===== src/rtl/gol_sequencer.sv =====
// gol_sequencer: paces Game of Life generations, handshakes with
// the update engine, and owns pause state, generation count and cursor.
module gol_sequencer #(
  parameter int GRID_SIZE = 8,
  parameter int TICK_DIV  = 4,
  parameter int GEN_WIDTH = 16,
  localparam int CW = (GRID_SIZE > 1) ? $clog2(GRID_SIZE) : 1
) (
  input  logic                 clk,
  input  logic                 reset,
  input  logic                 pause,
  input  logic                 moveleft,
  input  logic                 moveright,
  input  logic                 moveup,
  input  logic                 movedown,
  input  logic                 step_done,
  output logic                 step_start,
  output logic                 paused,
  output logic [GEN_WIDTH-1:0] generation,
  output logic                 updatesignal,
  output logic [CW-1:0]        cursor_x,
  output logic [CW-1:0]        cursor_y
);

  localparam int TW = (TICK_DIV > 1) ? $clog2(TICK_DIV) : 1;
  localparam logic [TW-1:0] TICK_LAST = TW'(TICK_DIV - 1);
  localparam logic [CW-1:0] POS_LAST  = CW'(GRID_SIZE - 1);

  typedef enum logic [1:0] {
    S_WAIT,
    S_START,
    S_BUSY,
    S_PUBLISH
  } state_t;

  state_t state;
  state_t state_next;

  logic [4:0] btn_raw;
  logic [4:0] btn_cur;
  logic [4:0] btn_prev;
  logic [4:0] btn_ev;

  logic                 pend;
  logic                 pend_next;
  logic [TW-1:0]        tick;
  logic [TW-1:0]        tick_d;
  logic [GEN_WIDTH-1:0] gen_d;
  logic                 paused_d;
  logic                 start_d;
  logic                 upd_d;

  // bit order: {down, up, right, left, pause}
  assign btn_raw = {movedown, moveup, moveright, moveleft, pause};

  // edge events are registered so every button acts two edges later
  always_ff @(posedge clk or posedge reset) begin
    if (reset) begin
      btn_cur  <= '0;
      btn_prev <= '0;
      btn_ev   <= '0;
    end else begin
      btn_cur  <= btn_raw;
      btn_prev <= btn_cur;
      btn_ev   <= btn_cur & ~btn_prev;
    end
  end

  assign pend_next = pend ^ btn_ev[0];

  function automatic logic [CW-1:0] step_pos(
    input logic [CW-1:0] p,
    input logic          dec,
    input logic          inc
  );
    logic [CW-1:0] r;
    r = p;
    if (inc && !dec) begin
      r = (p == POS_LAST) ? '0 : p + CW'(1);
    end else if (dec && !inc) begin
      r = (p == '0) ? POS_LAST : p - CW'(1);
    end
    return r;
  endfunction

  always_ff @(posedge clk or posedge reset) begin
    if (reset) begin
      cursor_x <= '0;
      cursor_y <= '0;
    end else if (paused) begin
      cursor_x <= step_pos(cursor_x, btn_ev[1], btn_ev[2]);
      cursor_y <= step_pos(cursor_y, btn_ev[3], btn_ev[4]);
    end
  end

  always_ff @(posedge clk or posedge reset) begin
    if (reset) begin
      state        <= S_WAIT;
      tick         <= '0;
      pend         <= 1'b0;
      paused       <= 1'b0;
      generation   <= '0;
      step_start   <= 1'b0;
      updatesignal <= 1'b0;
    end else begin
      state        <= state_next;
      tick         <= tick_d;
      pend         <= pend_next;
      paused       <= paused_d;
      generation   <= gen_d;
      step_start   <= start_d;
      updatesignal <= upd_d;
    end
  end

  always_comb begin
    state_next = state;
    unique case (state)
      S_WAIT: begin
        if (!paused && tick == TICK_LAST) state_next = S_START;
      end
      S_START:   state_next = S_BUSY;
      S_BUSY: begin
        if (step_done) state_next = S_PUBLISH;
      end
      S_PUBLISH: state_next = S_WAIT;
      default:   state_next = S_WAIT;
    endcase
  end

  // a pause request only lands in WAIT so an in-flight step completes
  always_comb begin
    tick_d   = tick;
    gen_d    = generation;
    paused_d = paused;
    start_d  = (state_next == S_START);
    upd_d    = (state_next == S_PUBLISH);
    unique case (state)
      S_WAIT: begin
        paused_d = pend_next;
        if (!paused) begin
          tick_d = (tick == TICK_LAST) ? '0 : tick + TW'(1);
        end
      end
      S_BUSY: begin
        if (step_done) gen_d = generation + GEN_WIDTH'(1);
      end
      S_PUBLISH: begin
        paused_d = pend_next;
        tick_d   = '0;
      end
      default: ;
    endcase
  end

endmodule


===== config.mk =====
export PLATFORM = sky130hd
export DESIGN_NAME = gol_sequencer
export DESIGN_NICKNAME = d
export VERILOG_FILES = /design/src/rtl/gol_sequencer.sv
export SDC_FILE = /design/constraint.sdc
export NUM_CORES = 1
export LEC_CHECK = 0
export BUFFER_PORTS_ARGS = -buffer_cell sky130_fd_sc_hd__buf_2
export CAP_MARGIN = 20
export CORE_ASPECT_RATIO = 0.6
export CORE_MARGIN = 10
export CORE_UTILIZATION = 35
export DETAILED_ROUTE_END_ITERATION = 8
export PLACE_DENSITY = 0.6
export SLEW_MARGIN = 20
export SYNTH_ARGS = -nofsm -noshare
export SYNTH_HDL_FRONTEND = slang
export SYNTH_SLANG_ARGS = --single-unit

===== constraint.sdc =====
create_clock -name clk -period 1.45 [get_ports clk]
set_input_delay 0.145 -clock clk [delete_from_list [all_inputs] [get_ports clk]]
set_output_delay 0.145 -clock clk [all_outputs]
set_load 0.01 [all_outputs]

==> flow_summary.json, run 1 <==
{
  "met3_length_um": 176,
  "cts_buffer_depth": 2,
  "n_antenna_cell": 0,
  "nets": 242,
  "grt_max_degree": 23,
  "via_count": 1261,
  "wl_met1_um": 1880,
  "fillers": 477,
  "drt_iter0_markers": 33,
  "relSlewSlack_pct": 79.4,
  "crit_fanout": 6,
  "min_period_ps": 1440,
  "start_util_pct": 37.4,
  "synth_top_area_share_pct": 57.9,
  "grt_pass1_vias": 1226,
  "leakagePower_nw": 1.25,
  "synth_area_mm2": 0.00195,
  "post-place-ws_ps": -40.7,
  "synth.avg_cell_area_um2": 12.2,
  "critPathArrivalTime_ps": 1660,
  "overflow": 0,
  "die_h_um": 77.8,
  "clkTransAtPathRegs_ps": 80,
  "synth_nets": 182,
  "skew_ps": 2.09,
  "crit_type": "flop to flop",
  "synth-seq-area-share_pct": 57.9,
  "ys.warnings.count": 0,
  "drc": 0,
  "cts_buffers": 5,
  "fin_ws_ps": 10.3,
  "worstSkewPairLatency_ps": 290,
  "tns_ps": 0,
  "min_period_over_period_pct": 99.3,
  "layout-drive-gt1-share_pct": 30.6,
  "ys_top_cells_by_area": "dfrtp_1, ha_1, xnor2_1",
  "max_freq_mhz": 695,
  "io_buffers": 32,
  "grtUsageTotal_pct": 8.22,
  "drt-wirelength-per-cell_um": 12.7,
  "layout.cells.most_common_list": "dfrtp_1, buf_2, buf_4, inv_1",
  "reg2reg_to": "generation[9]",
  "ys_ff_latch": 45,
  "synth_top_area_cell": "dfrtp_1",
  "power_density_mw_per_mm2": 1680,
  "dr.max_layer_used": "met4",
  "area_delta_synth_final_pct": 28.3,
  "dr_wl_met2_um": 1540,
  "antenna_found_initial": 0,
  "power_frac_clock_pct": 18.7,
  "power_frac_comb_pct": 39.7,
  "rsz0062_at_grt": "yes",
  "wirelength_um": 3620,
  "endpoint_kind": "flop",
  "detail-route-antenna-nets": 0,
  "syn-instance-count": 159,
  "max_slew.worst_pin.slew_ps": 308,
  "grt_pass1_wl_um": 5950,
  "io_pins": 33,
  "holdPathEnd": "generation[2]",
  "power_switching_mw": 1.44,
  "min_from": "step_done",
  "r2r_slack_ps": 10,
  "sequentialPowerShare_pct": 41.7,
  "cts_tree": "yes",
  "cts_max_level": 2,
  "p_int_mw": 2.74,
  "cp.required_ps": 1670,
  "drv_cap": 0,
  "start_kind": "flop",
  "outcome": "complete, no violations",
  "die_w_um": 116,
  "viasPerCell": 4.42,
  "drv_slew": 0,
  "firstDrtPassIters": 4,
  "timing.rr.start": "state[0]",
  "dieArea_mm2": 0.00904,
  "hp-class": "input pin to flop",
  "routabilityCongestion": 0.775,
  "clockRootBuffer": "clkbuf_8",
  "final_common_cell": "dfrtp_1",
  "switching_share_pct": 34.5,
  "final_hold_viol_count": 0,
  "ys_types": 29,
  "core-area_mm2": 0.00520,
  "vdd_drop_max_uv": 556,
  "rr_worst_depth": 6,
  "rows": 20,
  "clkSinkCount": 45,
  "hpwlAfterDp_um": 2740,
  "final-setup-viol-count": 0,
  "hold_depth": 3
}
## critical path, cell delays in order (launching register included)
cell,delay (ps)
dfrtp_1,400
inv_2,80
ha_4,160
and3_1,200
nand3_2,120
nor4_2,250
xor2_1,160
## registers in the layout, indices dropped and copies added, names as in the netlist
name          flops
cursor_x          3
btn_cur           5
tick              2
updatesignal      1
step_start        1
btn_prev          5
pend              1
state             2
paused            1
generation       16
cursor_y          3
btn_ev            5
## per-layer routing
| layer | GRT usage, % | vias up |
|---|---|---|
| li1 | - | 652 |
| met1 | 11.6 | 586 |
| met2 | 10.7 | 21 |
| met3 | 3.15 | 2 |
| met4 | 3.36 | 0 |
| met5 | 0 | - |
## cell usage after synthesis
| library cell | instances |
|---|---|
| nor4_4 | 1 |
| nor2_1 | 9 |
| a22o_1 | 2 |
| and3_1 | 2 |
| nor3_1 | 2 |
| nand4_4 | 1 |
| nor3_2 | 1 |
| o22a_1 | 1 |
| and2_1 | 2 |
| mux2_2 | 2 |
| dfrtp_1 | 45 |
| nand2_1 | 9 |
| nand2b_1 | 3 |
| a211oi_1 | 2 |
| nand3_1 | 5 |
| nand4_1 | 3 |
| inv_1 | 15 |
| xnor2_1 | 12 |
| a221oi_1 | 1 |
| ha_1 | 15 |
| a21oi_1 | 6 |
| a32o_1 | 1 |
| nand3_2 | 1 |
| nor2b_1 | 6 |
| a21o_1 | 2 |
| o21ai_0 | 3 |
| o22ai_1 | 1 |
| nor4_2 | 1 |
| xor2_1 | 5 |
## power by group through the flow
stage	clock network (mW)	registers (mW)	logic, mW
after global placement	0	1.76	1.52
final	0.782	1.74	1.66
after floorplan	0	1.85	0.826
after detailed placement	0	1.76	1.55
after CTS	0.807	1.75	1.59
after global routing	0.865	1.78	1.88
## final cells by class
cell class,count,area [um2],share of cell area [%]
inverter,15,56.3,2.26
timing repair buffer,53,345,13.8
tap,66,82.6,3.31
clock buffer,7,86.3,3.46
multi-input combinational,99,800,32.0
sequential,45,1130,45.1
## stage by stage
step                      utilization, %  cells  cell area, um2  hold WS [ps]  total power [mW]
after floorplan                        -    159            1950           176              2.68
after global placement              44.4    271            2310           120              3.28
after detailed placement            44.4    271            2310           118              3.31
after CTS                           47.4    284            2470           162              4.15
after global routing                48.0    285            2500           209              4.52
final                               48.0    285            2500           182              4.19
## worst max-delay path by stage
stage	slack (ps)	from	to	depth (start not counted)
after global placement	9	state[0]	generation[9]	6
after floorplan	20	state[0]	generation[9]	6
after detailed placement	-40	state[0]	generation[10]	6
final	10	state[0]	generation[9]	6
after global routing	-80	state[0]	generation[15]	6
after CTS	20	state[0]	generation[9]	6
## repair_timing
action,in CTS,in global routing
hold buffers,6,0
buffers inserted,0,1
endpoints found under the hold margin,17,0
resized for setup,3,4
endpoints found under the setup margin,7,6
pin swaps,2,1
## cells by family (layout without fill, tap and decap cells)
| family | after synthesis | count (layout) | share of synthesized area [%] |
|---|---|---|---|
| fa+ha+maj | 15 | 15 | 9.65 |
| xor+xnor | 17 | 17 | 7.65 |
| compound gates | 19 | 19 | 6.50 |
| simple gates | 46 | 46 | 14.3 |
| mux | 2 | 2 | 1.16 |
| flops | 45 | 45 | 57.9 |
| buf+inv | 15 | 75 | 2.89 |
Note: power is estimated with default switching activity, not from simulation.
==> inputs of run 2 (changes only) <==
- CELL_PAD_IN_SITES_DETAIL_PLACEMENT: not set -> 1
- CELL_PAD_IN_SITES_GLOBAL_PLACEMENT: not set -> 1
- PLACE_DENSITY: 0.6 -> 0.71
==> flow_summary.json, run 2 (synthesis results as in run 1) <==
{
  "firstDrtPassIters": 3,
  "start_kind": "flop",
  "grt_pass1_vias": 1432,
  "max_freq_mhz": 691,
  "detail-route-antenna-nets": 0,
  "grtUsageTotal_pct": 9.81,
  "final-setup-viol-count": 0,
  "drv_slew": 0,
  "layout.cells.most_common_list": "dfrtp_1, buf_2, buf_4, inv_1",
  "grt_max_degree": 46,
  "power_frac_comb_pct": 41.4,
  "p_int_mw": 2.82,
  "regMostFlops": "generation",
  "finalPower_mw": 4.37,
  "worstSkewPairLatency_ps": 290,
  "hp-class": "input pin to flop",
  "outcome": "complete, no violations",
  "switching_share_pct": 35.5,
  "cp.required_ps": 1640,
  "final_hold_viol_count": 0,
  "relSlewSlack_pct": 79.5,
  "io_buffers": 32,
  "cts_tree": "yes",
  "endpoint_kind": "flop",
  "post-place-ws_ps": -56.3,
  "area_delta_synth_final_pct": 31.4,
  "fin_ws_ps": 2.23,
  "overflow": 0,
  "skew_ps": 9.73,
  "hpwlAfterDp_um": 3100,
  "clockRootBuffer": "clkbuf_8",
  "wirelength_um": 4240,
  "drt-wirelength-per-cell_um": 14.7,
  "vdd_drop_max_uv": 759,
  "critPathArrivalTime_ps": 1640,
  "crit_type": "flop to flop",
  "final_common_cell": "dfrtp_1",
  "start_util_pct": 37.4,
  "layout-drive-gt1-share_pct": 34.7,
  "io_pins": 33,
  "routabilityCongestion": 0.720,
  "largest_reg_flops": 16,
  "viasPerCell": 4.67,
  "die_w_um": 116,
  "power_density_mw_per_mm2": 1710,
  "antenna_found_initial": 0,
  "crit_fanout": 6,
  "cts_buffer_depth": 2,
  "whs_ps": 167,
  "rows": 20,
  "leakagePower_nw": 1.28,
  "min_period_over_period_pct": 99.8,
  "sequentialPowerShare_pct": 40.1,
  "max_slew.worst_pin.slew_ps": 308,
  "dieArea_mm2": 0.00904,
  "power_frac_clock_pct": 18.5,
  "die_h_um": 77.8,
  "n_antenna_cell": 0,
  "clkTransAtPathRegs_ps": 90,
  "power_switching_mw": 1.55,
  "core-area_mm2": 0.00520,
  "nets": 244,
  "clkSinkCount": 45,
  "rsz0062_at_grt": "yes",
  "drv_cap": 0,
  "grt_pass1_wl_um": 7100,
  "drc": 0,
  "cts_buffers": 5,
  "cts_max_level": 2,
  "drt_iter0_markers": 23,
  "via_count": 1344,
  "min_period_ps": 1450
}
==> run 2: cell type report <==
type	instances	area, um2
clock buffers	6	82.6
clock inverters	2	13.8
fillers	579	2650
inverters	15	56.3
multi-input cells	99	827
flip-flops and latches	45	1130
well taps	66	82.6
repair buffers	55	368
==> run 2: layer usage <==
metal | wire (um) | vias up | track usage (%) | share of wire, %
met5 | 0 | - | 0 | 0
met4 | 17 | 0 | 2.99 | 0.40
met3 | 212 | 2 | 3.61 | 5.0
met2 | 1880 | 18 | 14.2 | 44
met1 | 2130 | 663 | 13.2 | 50
li1 | - | 661 | - | -
==> run 2: path summary, 6_finish.rpt <==
| path | from | end | slack, ps | depth (start not counted) |
|---|---|---|---|---|
| setup reg to reg | state[0] | updatesignal | 2 | 8 |
| setup / recovery | state[0] | updatesignal | 2 | 8 |
| hold reg to reg | btn_cur[2] | btn_prev[2] | 370 | 0 |
| max in group asynchronous | reset | btn_prev[4] | 820 | 4 |
| min in group asynchronous | reset | btn_prev[0] | 420 | 4 |
| hold / removal | step_done | generation[2] | 170 | 3 |
==> run 2: what timing repair did <==
item	4_1_cts	5_1_grt
resized for setup	2	14
pin swaps	2	8
setup endpoints to repair	8	17
hold buffers	6	0
setup buffers	2	1
hold endpoints to repair	50	0
==> run 2: metrics by stage <==
stage | util, % | setup TNS, ps | instances | instance area [um2]
after floorplan | - | 0 | 159 | 1950
after global placement | 44.4 | 0 | 271 | 2310
after detailed placement | 44.4 | -177 | 271 | 2310
after CTS | 47.8 | 0 | 287 | 2490
after global routing | 49.1 | -775 | 288 | 2560
final | 49.1 | 0 | 288 | 2560
==> run 2: critical path, cell delays in order (launching register included) <==
cell and delay, ps:
dfrtp_1 380, inv_2 70, buf_4 130, buf_6 110, ha_4 180, nand2_2 60
o22ai_2 50, o22a_1 220, and2_4 150
==> run 2: power groups by stage <==
stage                     Clock (mW)  Sequential, mW  Combinational, mW
after floorplan                    0            1.85              0.826
after global placement             0            1.76               1.54
after detailed placement           0            1.76               1.60
after CTS                      0.833            1.74               1.66
after global routing           0.898            1.80               2.04
final                          0.809            1.75               1.81
==> inputs of run 3 (changes only) <==
- MAX_ROUTING_LAYER: not set -> met4
==> flow_summary.json, run 3 (synthesis results as in run 1) <==
{
  "cts_buffer_depth": 2,
  "clockRootBuffer": "clkbuf_8",
  "antenna_found_initial": 0,
  "max_slew.worst_pin.slew_ps": 307,
  "nets": 244,
  "overflow": 0,
  "n_antenna_cell": 0,
  "switching_share_pct": 35.5,
  "min_period_ps": 1450,
  "grt_max_degree": 46,
  "largest_reg_flops": 16,
  "crit_chain": "inv_2 > buf_4 > buf_6 > ha_4 > nand2_2 > o22ai_2 > o22a_1 > and2_4",
  "cts_max_level": 2,
  "via_count": 1347,
  "core-area_mm2": 0.00520,
  "drt-wirelength-per-cell_um": 14.7,
  "drv_cap": 0,
  "max_freq_mhz": 690,
  "layout.cells.most_common_list": "dfrtp_1, buf_2, buf_4, inv_1",
  "cts_buffers": 5,
  "crit_type": "flop to flop",
  "clkTransAtPathRegs_ps": 90,
  "crit_buf_inv": 3,
  "hpwlAfterDp_um": 3100,
  "area_delta_synth_final_pct": 31.4,
  "clkSinkCount": 45,
  "io_pins": 33,
  "final_common_cell": "dfrtp_1",
  "critPathArrivalTime_ps": 1640,
  "start_util_pct": 37.4,
  "drv_slew": 0,
  "p_int_mw": 2.82,
  "power_density_mw_per_mm2": 1710,
  "grtUsageTotal_pct": 10.1,
  "skew_ps": 10.1,
  "sequentialPowerShare_pct": 40.1,
  "layout-drive-gt1-share_pct": 34.7,
  "routabilityCongestion": 0.729,
  "cp.required_ps": 1640,
  "power_frac_clock_pct": 18.5,
  "wirelength_um": 4240,
  "worstSkewPairLatency_ps": 290,
  "min_period_over_period_pct": 100,
  "rows": 20,
  "leakagePower_nw": 1.28,
  "fillers": 579,
  "die_w_um": 116,
  "start_kind": "flop",
  "cts_tree": "yes",
  "whs_ps": 166,
  "die_h_um": 77.8,
  "dieArea_mm2": 0.00904,
  "outcome": "complete, no violations",
  "crit_fanout": 6,
  "hold_depth": 3,
  "fin_util_pct": 49.1,
  "detail-route-antenna-nets": 0,
  "grt_pass1_vias": 1437,
  "rr_worst_depth": 8,
  "cp_slowest_stage_delay_ps": 380,
  "regArea_mm2": 0.00113,
  "cp.depth": 8,
  "multi_input_area_um2": 827,
  "grt_pass1_wl_um": 7080,
  "relSlewSlack_pct": 79.5,
  "endpoint_kind": "flop",
  "drt_iter0_markers": 19,
  "power_frac_comb_pct": 41.4,
  "cp_top_family": "flip-flops",
  "critical_path.slowest_cell": "dfrtp_1",
  "drc": 0,
  "hp-class": "input pin to flop",
  "final_hold_viol_count": 0,
  "firstDrtPassIters": 4,
  "io_buffers": 32,
  "final-setup-viol-count": 0,
  "regMostFlops": "generation",
  "rsz0062_at_grt": "yes",
  "power_switching_mw": 1.55,
  "viasPerCell": 4.68,
  "vdd_drop_max_uv": 760
}
==> run 3: final cells by class <==
type                    count  share of cell area, %
flip-flops and latches     45                   44.1
inverters                  15                   2.20
multi-input cells          99                   32.4
clock buffers               6                   3.23
well taps                  66                   3.23
clock inverters             2                  0.538
repair buffers             55                   14.4
==> run 3: worst paths after layout <==
kind                                 start       endpoint  slack [ps]
worst max register to register    state[0]   updatesignal         0.5
max in group asynchronous            reset    btn_prev[4]         820
worst max-delay path              state[0]   updatesignal         0.5
worst min register to register  btn_cur[2]    btn_prev[2]         370
min in group asynchronous            reset    btn_prev[0]         420
worst min-delay path             step_done  generation[2]         170
==> run 3: worst min-delay path: stages <==
cell and delay (ps):
buf_2 130, nand3_1 90, xnor2_1 60
==> run 3: power groups by stage <==
| stage | Combinational, mW | Clock (mW) | Sequential (mW) |
|---|---|---|---|
| floorplan | 0.826 | 0 | 1.85 |
| finish | 1.81 | 0.810 | 1.75 |
| CTS | 1.66 | 0.833 | 1.74 |
| global route | 2.04 | 0.902 | 1.80 |
| global placement | 1.54 | 0 | 1.76 |
| detailed placement | 1.60 | 0 | 1.76 |
==> run 3: timing repair <==
action                                 CTS  global route
pin swaps                                2             8
setup buffers                            2             1
hold buffers                             6             0
gates resized for setup                  2            14
endpoints found under the hold margin   50             0
setup endpoints to repair                8            17
==> run 3: per-layer routing <==
metal  vias to the layer above  wire, um  global-route usage [%]
li1                        661         -                       -
met1                       666      2170                    13.5
met2                        18      1870                    14.1
met3                         2       176                    3.23
met4                         0        17                    2.99
met5                         -         0                       -
==> run 3: stage by stage <==
| step | setup TNS, ps | instance area (um2) | total power [mW] | worst slack, ps | cells |
|---|---|---|---|---|---|
| floorplan | 0 | 1950 | 2.68 | 22.3 | 159 |
| global placement | 0 | 2310 | 3.29 | 1.65 | 271 |
| detailed placement | -177 | 2310 | 3.35 | -56.3 | 271 |
| CTS | 0 | 2490 | 4.23 | 0.885 | 287 |
| global route | -810 | 2560 | 4.74 | -135 | 288 |
| finish | 0 | 2560 | 4.37 | 0.498 | 288 |
